==> config.mk <==
export PLATFORM = sky130hd
export DESIGN_NAME = ad53x8_stream_dac
export DESIGN_NICKNAME = d
export VERILOG_FILES = /design/src/rtl/ad53x8_stream_dac.sv
export SDC_FILE = /design/constraint.sdc
export NUM_CORES = 1
export LEC_CHECK = 0
export ABC_AREA = 1
export CORE_ASPECT_RATIO = 0.7
export CORE_MARGIN = 4
export CORE_UTILIZATION = 25
export CTS_CLUSTER_SIZE = 10
export DETAILED_ROUTE_END_ITERATION = 8
export PLACE_DENSITY_LB_ADDON = 0.05
export SKIP_CTS_REPAIR_TIMING = 1
export SYNTH_ARGS = -nofsm -noshare
export SYNTH_HDL_FRONTEND = slang
export SYNTH_SLANG_ARGS = --single-unit
==> constraint.sdc <==
create_clock -name clkin -period 1.65 [get_ports clkin]
set_input_delay 0.165 -clock clkin [delete_from_list [all_inputs] [get_ports clkin]]
set_output_delay 0.165 -clock clkin [all_outputs]
set_load 0.05 [all_outputs]
==> src/rtl/ad53x8_stream_dac.sv <==
// ad53x8_stream_dac: valid/ready to SYNC_b-framed serial driver for the
// AD5308/AD5318/AD5328 octal DAC family.
// Each accepted word becomes one 16-bit MSB-first frame. DIN changes on SCLK
// rising transitions so the DAC sees stable data on every falling edge.
// After a frame SYNC_b stays high for SYNC_GAP cycles (the IDLE accept cycle
// is the last of those). In LDAC_MODE 2 an LDAC_b pulse follows a tlast word.
// Optional feature macro: AD53X8_SHADOW_EN (per-channel shadow of last code).
module ad53x8_stream_dac #(
  parameter int DAC_BITS   = 12,
  parameter int CLK_DIV    = 4,
  parameter int SYNC_GAP   = 2,
  parameter int LDAC_MODE  = 0,
  parameter int LDAC_PULSE = 2
) (
  input  logic                clkin,
  input  logic                rstn,
  output logic                SCLK,
  output logic                DIN,
  output logic                SYNC_b,
  output logic                LDAC_b,
  input  logic [15:0]         tdata,
  input  logic [2:0]          tuser,
  input  logic                tlast,
  input  logic                tvalid,
  output logic                tready,
  output logic                busy
`ifdef AD53X8_SHADOW_EN
  ,
  input  logic [2:0]          shadow_addr,
  output logic [DAC_BITS-1:0] shadow_data
`endif
);

  // Elaboration-time parameter legality checks
  if (!(DAC_BITS == 8 || DAC_BITS == 10 || DAC_BITS == 12)) begin : g_bad_dac_bits
    $error("ad53x8_stream_dac: DAC_BITS must be 8, 10 or 12");
  end
  if ((CLK_DIV < 2) || (CLK_DIV > 254) || ((CLK_DIV % 2) != 0)) begin : g_bad_clk_div
    $error("ad53x8_stream_dac: CLK_DIV must be even and within 2..254");
  end
  if ((SYNC_GAP < 1) || (SYNC_GAP > 15)) begin : g_bad_sync_gap
    $error("ad53x8_stream_dac: SYNC_GAP must be within 1..15");
  end
  if ((LDAC_MODE < 0) || (LDAC_MODE > 2)) begin : g_bad_ldac_mode
    $error("ad53x8_stream_dac: LDAC_MODE must be 0, 1 or 2");
  end
  if ((LDAC_PULSE < 1) || (LDAC_PULSE > 15)) begin : g_bad_ldac_pulse
    $error("ad53x8_stream_dac: LDAC_PULSE must be within 1..15");
  end

  // Half SCLK period minus one, in clkin cycles
  localparam logic [6:0] DIV_LAST  = 7'(CLK_DIV / 2 - 1);
  // GAP state holds SYNC_GAP-1 cycles; the IDLE cycle completes the gap
  localparam logic [3:0] GAP_LAST  = 4'(SYNC_GAP - 2);
  localparam logic [3:0] LDAC_LAST = 4'(LDAC_PULSE - 1);
  localparam logic       LDAC_IDLE = (LDAC_MODE == 1) ? 1'b0 : 1'b1;
  localparam logic       PULSE_EN  = (LDAC_MODE == 2) ? 1'b1 : 1'b0;
  localparam logic       GAP_EN    = (SYNC_GAP > 1) ? 1'b1 : 1'b0;

  typedef enum logic [1:0] {
    ST_IDLE  = 2'd0,
    ST_SHIFT = 2'd1,
    ST_GAP   = 2'd2,
    ST_LDAC  = 2'd3
  } state_t;

  // Data words get {0, addr, left-justified code}; control words pass verbatim
  function automatic logic [15:0] build_frame(input logic [15:0] d, input logic [2:0] u);
    logic [11:0] code;
    logic [15:0] f;
    code = 12'(d[DAC_BITS-1:0]) << (12 - DAC_BITS);
    if (d[15]) begin
      f = d;
    end else begin
      f = {1'b0, u, code};
    end
    return f;
  endfunction

  state_t      state_r, state_nx_s;
  logic [15:0] shreg_r, shreg_nx_s;
  logic        last_r, last_nx_s;
  logic [6:0]  div_r, div_nx_s;
  logic [4:0]  bit_r, bit_nx_s;
  logic [3:0]  cnt_r, cnt_nx_s;
  logic        sclk_r, sclk_nx_s;
  logic        din_r, din_nx_s;
  logic        sync_r, sync_nx_s;
  logic        ldac_r, ldac_nx_s;
  logic        tready_r, tready_nx_s;
  logic        busy_r, busy_nx_s;
  logic [15:0] frame_s;

  assign SCLK   = sclk_r;
  assign DIN    = din_r;
  assign SYNC_b = sync_r;
  assign LDAC_b = ldac_r;
  assign tready = tready_r;
  assign busy   = busy_r;

  // Next-state and next-output logic for the frame sequencer
  always_comb begin
    state_nx_s  = state_r;
    shreg_nx_s  = shreg_r;
    last_nx_s   = last_r;
    div_nx_s    = div_r;
    bit_nx_s    = bit_r;
    cnt_nx_s    = cnt_r;
    sclk_nx_s   = sclk_r;
    din_nx_s    = din_r;
    sync_nx_s   = sync_r;
    ldac_nx_s   = ldac_r;
    tready_nx_s = tready_r;
    busy_nx_s   = busy_r;
    frame_s     = build_frame(tdata, tuser);
    case (state_r)
      ST_IDLE: begin
        if (tvalid && tready_r) begin
          state_nx_s  = ST_SHIFT;
          shreg_nx_s  = frame_s;
          last_nx_s   = tlast;
          div_nx_s    = 7'd0;
          bit_nx_s    = 5'd0;
          sclk_nx_s   = 1'b1;
          din_nx_s    = frame_s[15];
          sync_nx_s   = 1'b0;
          tready_nx_s = 1'b0;
          busy_nx_s   = 1'b1;
        end else begin
          tready_nx_s = 1'b1;
          busy_nx_s   = 1'b0;
        end
      end
      ST_SHIFT: begin
        if (div_r == DIV_LAST) begin
          div_nx_s = 7'd0;
          if (sclk_r) begin
            sclk_nx_s = 1'b0;
            bit_nx_s  = bit_r + 5'd1;
          end else begin
            sclk_nx_s = 1'b1;
            if (bit_r == 5'd16) begin
              // Frame complete: SCLK and SYNC_b rise together
              sync_nx_s = 1'b1;
              din_nx_s  = 1'b0;
              cnt_nx_s  = 4'd0;
              if (GAP_EN) begin
                state_nx_s = ST_GAP;
              end else if (PULSE_EN && last_r) begin
                state_nx_s = ST_LDAC;
                ldac_nx_s  = 1'b0;
              end else begin
                state_nx_s  = ST_IDLE;
                tready_nx_s = 1'b1;
                busy_nx_s   = 1'b0;
              end
            end else begin
              shreg_nx_s = {shreg_r[14:0], 1'b0};
              din_nx_s   = shreg_r[14];
            end
          end
        end else begin
          div_nx_s = div_r + 7'd1;
        end
      end
      ST_GAP: begin
        if (cnt_r == GAP_LAST) begin
          cnt_nx_s = 4'd0;
          if (PULSE_EN && last_r) begin
            state_nx_s = ST_LDAC;
            ldac_nx_s  = 1'b0;
          end else begin
            state_nx_s  = ST_IDLE;
            tready_nx_s = 1'b1;
            busy_nx_s   = 1'b0;
          end
        end else begin
          cnt_nx_s = cnt_r + 4'd1;
        end
      end
      ST_LDAC: begin
        if (cnt_r == LDAC_LAST) begin
          ldac_nx_s   = 1'b1;
          state_nx_s  = ST_IDLE;
          tready_nx_s = 1'b1;
          busy_nx_s   = 1'b0;
        end else begin
          cnt_nx_s = cnt_r + 4'd1;
        end
      end
      default: begin
        state_nx_s  = ST_IDLE;
        sclk_nx_s   = 1'b1;
        din_nx_s    = 1'b0;
        sync_nx_s   = 1'b1;
        ldac_nx_s   = LDAC_IDLE;
        tready_nx_s = 1'b1;
        busy_nx_s   = 1'b0;
      end
    endcase
  end

  // Sequencer state and registered pin outputs; reset aborts any frame
  always_ff @(posedge clkin or negedge rstn) begin
    if (!rstn) begin
      state_r  <= ST_IDLE;
      shreg_r  <= 16'h0000;
      last_r   <= 1'b0;
      div_r    <= 7'd0;
      bit_r    <= 5'd0;
      cnt_r    <= 4'd0;
      sclk_r   <= 1'b1;
      din_r    <= 1'b0;
      sync_r   <= 1'b1;
      ldac_r   <= LDAC_IDLE;
      tready_r <= 1'b1;
      busy_r   <= 1'b0;
    end else begin
      state_r  <= state_nx_s;
      shreg_r  <= shreg_nx_s;
      last_r   <= last_nx_s;
      div_r    <= div_nx_s;
      bit_r    <= bit_nx_s;
      cnt_r    <= cnt_nx_s;
      sclk_r   <= sclk_nx_s;
      din_r    <= din_nx_s;
      sync_r   <= sync_nx_s;
      ldac_r   <= ldac_nx_s;
      tready_r <= tready_nx_s;
      busy_r   <= busy_nx_s;
    end
  end

`ifdef AD53X8_SHADOW_EN
  logic [2:0]          chan_r;
  logic [DAC_BITS-1:0] code_r;
  logic                data_r;
  logic [DAC_BITS-1:0] shadow_r [8];

  // Remember channel and code of the word being shifted out
  always_ff @(posedge clkin or negedge rstn) begin
    if (!rstn) begin
      chan_r <= 3'd0;
      code_r <= '0;
      data_r <= 1'b0;
    end else if ((state_r == ST_IDLE) && (state_nx_s == ST_SHIFT)) begin
      chan_r <= tuser;
      code_r <= tdata[DAC_BITS-1:0];
      data_r <= ~tdata[15];
    end
  end

  // Commit the code to the shadow as SYNC_b rises at the end of a data frame
  always_ff @(posedge clkin or negedge rstn) begin
    if (!rstn) begin
      for (int i = 0; i < 8; i++) begin
        shadow_r[i] <= '0;
      end
    end else if ((state_r == ST_SHIFT) && (state_nx_s != ST_SHIFT) && data_r) begin
      shadow_r[chan_r] <= code_r;
    end
  end

  assign shadow_data = shadow_r[shadow_addr];
`endif

endmodule

==> impl_metrics.py, run 1 <==
metrics = {
    "outcome": {
        "outcome": "complete, no violations",
    },
    "setup_path": {
        "r2r-end": "shreg_r[6]",
        "crit_fanout": 6,
        "path_cells": "inv_2 > ha_4 > inv_2 > nor2_2 > nand3_2 > buf_6 > a21oi_4 > clkbuf_16 > nand4_1 > nand2_1",
        "reg2reg_slack_ps": 50,
        "max_stage_delay_ps": 380,
        "worstPathRequired_ps": 1870,
        "crit_path_start_kind": "flop",
        "critPathArrivalTime_ps": 1820,
        "rr_worst_depth": 10,
        "cpMostUsedCell": "inv_2",
        "critical_path.endpoint_type": "flop",
        "critPathKind": "reg -> reg",
        "worstReg2RegStart": "div_r[1]",
        "crit_slowest_cell": "dfrtp_1",
    },
    "cts": {
        "ctsHtreeMaxLevel": 2,
        "clock_latency_ps": 290,
        "cts_buffers": 5,
        "cts_tree": "built",
        "clkSlewWorstSetupHoldPaths_ps": 60,
        "cts-root-buf": "clkbuf_16",
        "cts.sink_count": 38,
        "cts_buffer_depth": 2,
    },
    "synth": {
        "netlist-cell-type-count": 28,
        "netlist_instances": 300,
        "yosys-mux-area-fraction": 0,
        "synth_xor_area_frac": 0.0199,
        "yosysMostFrequentCell": "nand2_1",
        "ys_seq_elements": 38,
        "synthSimpleGateAreaFrac": 0.371,
        "synth-main-ff-cell": "dfrtp_1",
        "synth_compound_area_frac": 0.0626,
        "synth_edf_count": 0,
        "ys_async_sr_fraction": 1.00,
        "synth_top_family_by_area": "simple AND/OR/NAND/NOR gates",
        "syn-mean-instance-area_sq_um": 7.33,
        "synthTopCellsByCount": "nand2_1, dfrtp_1, inv_1",
        "yosysTopAreaCellShare": 0.398,
        "syn-num-nets": 330,
        "synth.largest_area_cell": "dfrtp_1",
        "synth_fa_ha_area_frac": 0.0398,
        "synth_area_leaders": "dfrtp_1, nand2_1, nand4_1",
        "ys_seq_area_frac": 0.434,
        "yosysWarnings": 0,
        "synth_area_sq_um": 2200,
    },
    "sta": {
        "drv_slew": 0,
        "rsz0062_at_grt": "true",
        "clock_skew_ps": 6.27,
        "fmax_mhz": 626,
        "hold_viol": 0,
        "period_share": 0.968,
        "fin_crit_ps": 1600,
        "worst_pin_slew_ps": 518,
        "slew_headroom": 0.652,
        "worst_slack_ps": 53.5,
        "final-setup-viol-count": 0,
    },
    "layout": {
        "fillers": 898,
        "drive_gt1_frac": 0.171,
        "nNetsFinal": 379,
        "area_growth_pct": 36.9,
        "diodes": 0,
        "regArea_sq_um": 955,
        "fin_area_sq_um": 3010,
        "multiInputGateArea_sq_um": 1160,
    },
    "pwr": {
        "p_per_area_nw_per_um2": 1870,
        "leakagePower_nw": 1.52,
        "irDropWorstVdd_mv": 0.822,
        "total_power_w": 0.00563,
    },
    "floorplanning": {
        "die-area_sq_um": 10400,
        "ios": 29,
        "die_width_um": 120,
        "placementRows": 28,
        "die_h_um": 86.5,
        "start_util": 0.258,
        "core_area_sq_um": 8510,
    },
    "hold_path": {
        "hold_class": "in -> async",
    },
    "placed_design": {
        "placed_area_sq_um": 2740,
        "pre_cts_ws_ps": 30.7,
        "port_buffers": 26,
        "dp_hpwl_um": 4090,
        "place.gp.congestion": 0.746,
    },
    "grt": {
        "first_global_vias": 1834,
        "track_usage": 0.119,
        "grt_overflow": 0,
        "grt_pass1_wl_um": 9610,
        "grt_antenna_before_repair": 0,
        "grt_max_degree": 39,
    },
    "drt": {
        "drc_errors": 0,
        "vias": 1977,
        "ant_nets": 0,
        "vias_per_cell": 4.21,
        "drt_pass1_iterations": 4,
        "dr.first_iter.drc_count": 124,
        "wl_um": 5950,
        "drt-wirelength-per-cell_um": 12.7,
    },
    "run": {
        "maxCapViolCount": 0,
    },
}
==> layout make-up <==
type	count	share of cell area
clock inverters	1	0.00166
inverters	29	0.0378
repair buffers	49	0.161
flip-flops and latches	38	0.317
well taps	120	0.0499
multi-input cells	226	0.385
clock buffers	7	0.0474
==> worst max-delay path by stage <==
| stage | slack, ps | cells after the start | from | endpoint |
|---|---|---|---|---|
| floorplan | 20 | 6 | tready | shreg_r[10] |
| global placement | 30 | 8 | tvalid | shreg_r[11] |
| detailed placement | 30 | 5 | tvalid | bit_r[2] |
| CTS | 70 | 10 | div_r[1] | shreg_r[7] |
| global route | -60 | 10 | div_r[1] | bit_r[2] |
| finish | 50 | 10 | div_r[1] | shreg_r[6] |
==> layout by cell type, fill, tap and decap left out, drive strengths merged, types with 2 or more instances in the layout <==
cell and instances:
nand2 131, nor2 23, a21oi 2, ha 7, xor2 2, clkbuf 8, xnor2 3, o21ai 16
inv 29, clkdlybuf4s50 20, o22ai 4, buf 27, dfstp 3, nand4 18, dfrtp 35, nand3 17
==> state kept, by name, indices dropped and copies added, names as in the netlist <==
name     flops
cnt_r        4
SYNC_b       1
SCLK         1
state_r      2
DIN          1
shreg_r     15
tready       1
busy         1
div_r        7
bit_r        5
==> worst max-delay path, delay by kind of cell (launching register included) <==
family,cells,cell delay (ps)
fa+ha+maj,1,130
simple gates,4,320
buf+inv,4,440
flops,1,380
compound gates,1,250
==> cells by family after synthesis <==
group | count (synthesis)
AOI/OAI and AO/OA | 23
xor gates and xnor gates | 5
adders and majority gates | 7
buffers and inverters | 37
DFF | 38
other | 1
and+or+nand+nor | 189
==> metal layers <==
layer | GRT usage | part of all wire | wire [um] | vias to the layer above
li1 | - | - | - | 1063
met1 | 0.186 | 0.59 | 3510 | 881
met2 | 0.155 | 0.37 | 2200 | 26
met5 | 0 | 0 | 0 | -
met3 | 0.0339 | 0.032 | 188 | 7
met4 | 0.0312 | 0.0086 | 51 | 0
==> per-stage QoR <==
step	hold WS, ps	util	instances	TNS, ps
global placement	157	0.321	457	0
detailed placement	156	0.321	457	0
finish	376	0.354	470	0
CTS	-151	0.339	465	0
floorplan	-131	-	300	0
global route	413	0.354	470	-521
==> report_power, final <==
group | switching, W | leakage, nW | internal (W)
sequential | 0.000228 | 0.492 | 0.00128
combinational | 0.00189 | 0.955 | 0.00127
clock | 0.000373 | 0.0739 | 0.000599
total | 0.00249 | 1.52 | 0.00314
Power figures use the tool's default switching activity.
==> inputs of run 2 (changes only) <==
- SLEW_MARGIN: default -> 10
- TNS_END_PERCENT: default -> 10
==> results of run 2 <==
Same layout as run 1: the final DEF is identical, and so are final timing and power.
==> inputs of run 3 (changes only) <==
- ABC_AREA: 1 -> default
- CORE_MARGIN: 4 -> default
- CORE_UTILIZATION: 25 -> 50
==> impl_metrics.py, run 3 <==
metrics = {
    "synth": {
        "netlist_instances": 219,
        "synth_fa_ha_area_frac": 0.0406,
        "synth_top_family_by_area": "simple AND/OR/NAND/NOR gates",
        "netlist-cell-type-count": 53,
        "synth_edf_count": 0,
        "synth_area_leaders": "dfrtp_1, nand2_1, mux2_4",
        "synthSimpleGateAreaFrac": 0.203,
        "synthTopCellsByCount": "nand2_1, dfrtp_1, o21ai_0",
        "synth_area_sq_um": 2160,
        "synth-main-ff-cell": "dfrtp_1",
        "syn-num-nets": 249,
        "syn-mean-instance-area_sq_um": 9.84,
        "yosysWarnings": 0,
        "yosys-mux-area-fraction": 0.107,
        "yosysMostFrequentCell": "nand2_1",
        "synth_compound_area_frac": 0.142,
        "ys_seq_elements": 38,
        "synth_xor_area_frac": 0.00813,
        "ys_seq_area_frac": 0.443,
        "yosysTopAreaCellShare": 0.406,
        "ys_async_sr_fraction": 1.00,
        "synth.largest_area_cell": "dfrtp_1",
    },
    "placed_design": {
        "place.gp.congestion": 0.843,
        "dp_cells": 321,
        "port_buffers": 26,
        "pre_cts_ws_ps": -377,
        "dp_hpwl_um": 3620,
    },
    "sta": {
        "final-setup-viol-count": 32,
        "rsz0062_at_grt": "true",
        "fin_crit_ps": 1940,
        "hold_viol": 0,
        "whs_ps": 358,
        "period_share": 1.18,
        "clock_skew_ps": 4.09,
        "worst_slack_ps": -293,
        "drv_slew": 0,
        "fmax_mhz": 515,
    },
    "drt": {
        "drt-wirelength-per-cell_um": 15.2,
        "ant_nets": 0,
        "vias": 1815,
        "vias_per_cell": 5.43,
        "dr.first_iter.drc_count": 86,
        "wl_um": 5080,
        "drc_errors": 0,
        "drt_pass1_iterations": 5,
    },
    "grt": {
        "first_global_vias": 1758,
        "grt_max_degree": 23,
        "grt_overflow": 0,
        "grt_antenna_before_repair": 0,
        "track_usage": 0.238,
        "grt_pass1_wl_um": 8230,
    },
    "outcome": {
        "failed_checks": "negative setup slack",
        "outcome": "finished with violations",
    },
    "cts": {
        "cts_buffer_depth": 2,
        "cts-root-buf": "clkbuf_8",
        "cts_tree": "built",
        "cts.sink_count": 38,
        "ctsHtreeMaxLevel": 2,
        "cts_buffers": 5,
        "clock_latency_ps": 290,
        "clkSlewWorstSetupHoldPaths_ps": 70,
    },
    "floorplanning": {
        "die-area_sq_um": 4580,
        "start_util": 0.537,
        "placementRows": 19,
        "core_area_sq_um": 4020,
        "ios": 29,
        "die_h_um": 56.9,
        "die_width_um": 80.5,
    },
    "layout": {
        "final_common_cell": "nand2_1",
        "layout_common_cells": "nand2_1, buf_4, dfrtp_1, clkdlybuf4s50_1, mux2_4",
        "regMostFlops": "shreg_r",
        "area_growth_pct": 34.8,
        "drive_gt1_frac": 0.319,
        "reg.largest.list": "shreg_r x15, div_r x7, bit_r x5",
        "largest_reg_flops": 15,
        "diodes": 0,
        "nNetsFinal": 311,
        "finalNonFillerCells": 334,
    },
    "pwr": {
        "leakagePower_nw": 1.35,
        "irDropWorstVdd_mv": 1.10,
        "p_per_area_nw_per_um2": 1440,
    },
    "setup_path": {
        "critPathArrivalTime_ps": 2120,
        "critical_path.endpoint_type": "flop",
        "crit_path_start_kind": "flop",
        "worstPathRequired_ps": 1820,
        "critPathKind": "reg -> reg",
        "rr_worst_depth": 7,
        "crit_fanout": 8,
    },
    "run": {
        "maxCapViolCount": 0,
    },
    "hold_path": {
        "hold_class": "in -> async",
    },
}
[run 3: layout make-up]
cell class | instances | area (sq um)
repair buffers | 66 | 603
well taps | 52 | 65.1
fillers | 287 | 1110
clock buffers | 7 | 86.3
inverters | 10 | 37.5
clock inverters | 1 | 5.00
multi-input cells | 160 | 1150
flip-flops and latches | 38 | 955
[run 3: worst max-delay path, stage by stage (launching register included)]
cell     delay, ps
dfrtp_1        390
inv_2           80
ha_4           120
or4b_4         480
nor2_4         130
a31o_4         190
buf_12         140
mux2_4         300
[run 3: cells by family after synthesis]
group                    after synthesis
other                                  1
adder cells (fa/ha/maj)                7
buffers and inverters                 21
flip-flops                            38
multiplexers                          18
XOR/XNOR                               2
AND/OR/NAND/NOR                       83
AO/OA/AOI/OAI                         49
[run 3: metal layers]
layer / part of all wire / GRT usage
met1: 0.48 / 0.333
met2: 0.46 / 0.379
met3: 0.045 / 0.0576
met4: 0.0091 / 0.0485
met5: 0 / 0
[run 3: final timing paths]
| check | start | end | slack, ps |
|---|---|---|---|
| worst max-delay path | div_r[1] | shreg_r[4] | -290 |
| worst min-delay path | rstn | div_r[2] | 360 |
| worst max register to register | div_r[1] | shreg_r[4] | -290 |
| worst min register to register | busy | busy | 500 |
| max in group asynchronous | rstn | SCLK | 760 |
| min in group clkin | tdata[0] | shreg_r[0] | 480 |
[run 3: through the flow]
| stage | util | TNS [ps] | area [sq um] | total power, W |
|---|---|---|---|---|
| global placement | 0.668 | -6050 | 2680 | 0.00323 |
| CTS | 0.690 | -7500 | 2770 | 0.00400 |
| detailed placement | 0.668 | -7030 | 2680 | 0.00334 |
| global route | 0.723 | -8700 | 2910 | 0.00447 |
| floorplan | - | -3830 | 2160 | 0.00263 |
| finish | 0.723 | -6140 | 2910 | 0.00419 |
[run 3: report_power, final]
group	switching (W)	leakage [nW]	internal [W]	total, W
clock	0.000322	0.0482	0.000337	0.000659
sequential	0.000236	0.468	0.00131	0.00155
combinational	0.000966	0.833	0.00101	0.00198
total	0.00152	1.35	0.00266	0.00419
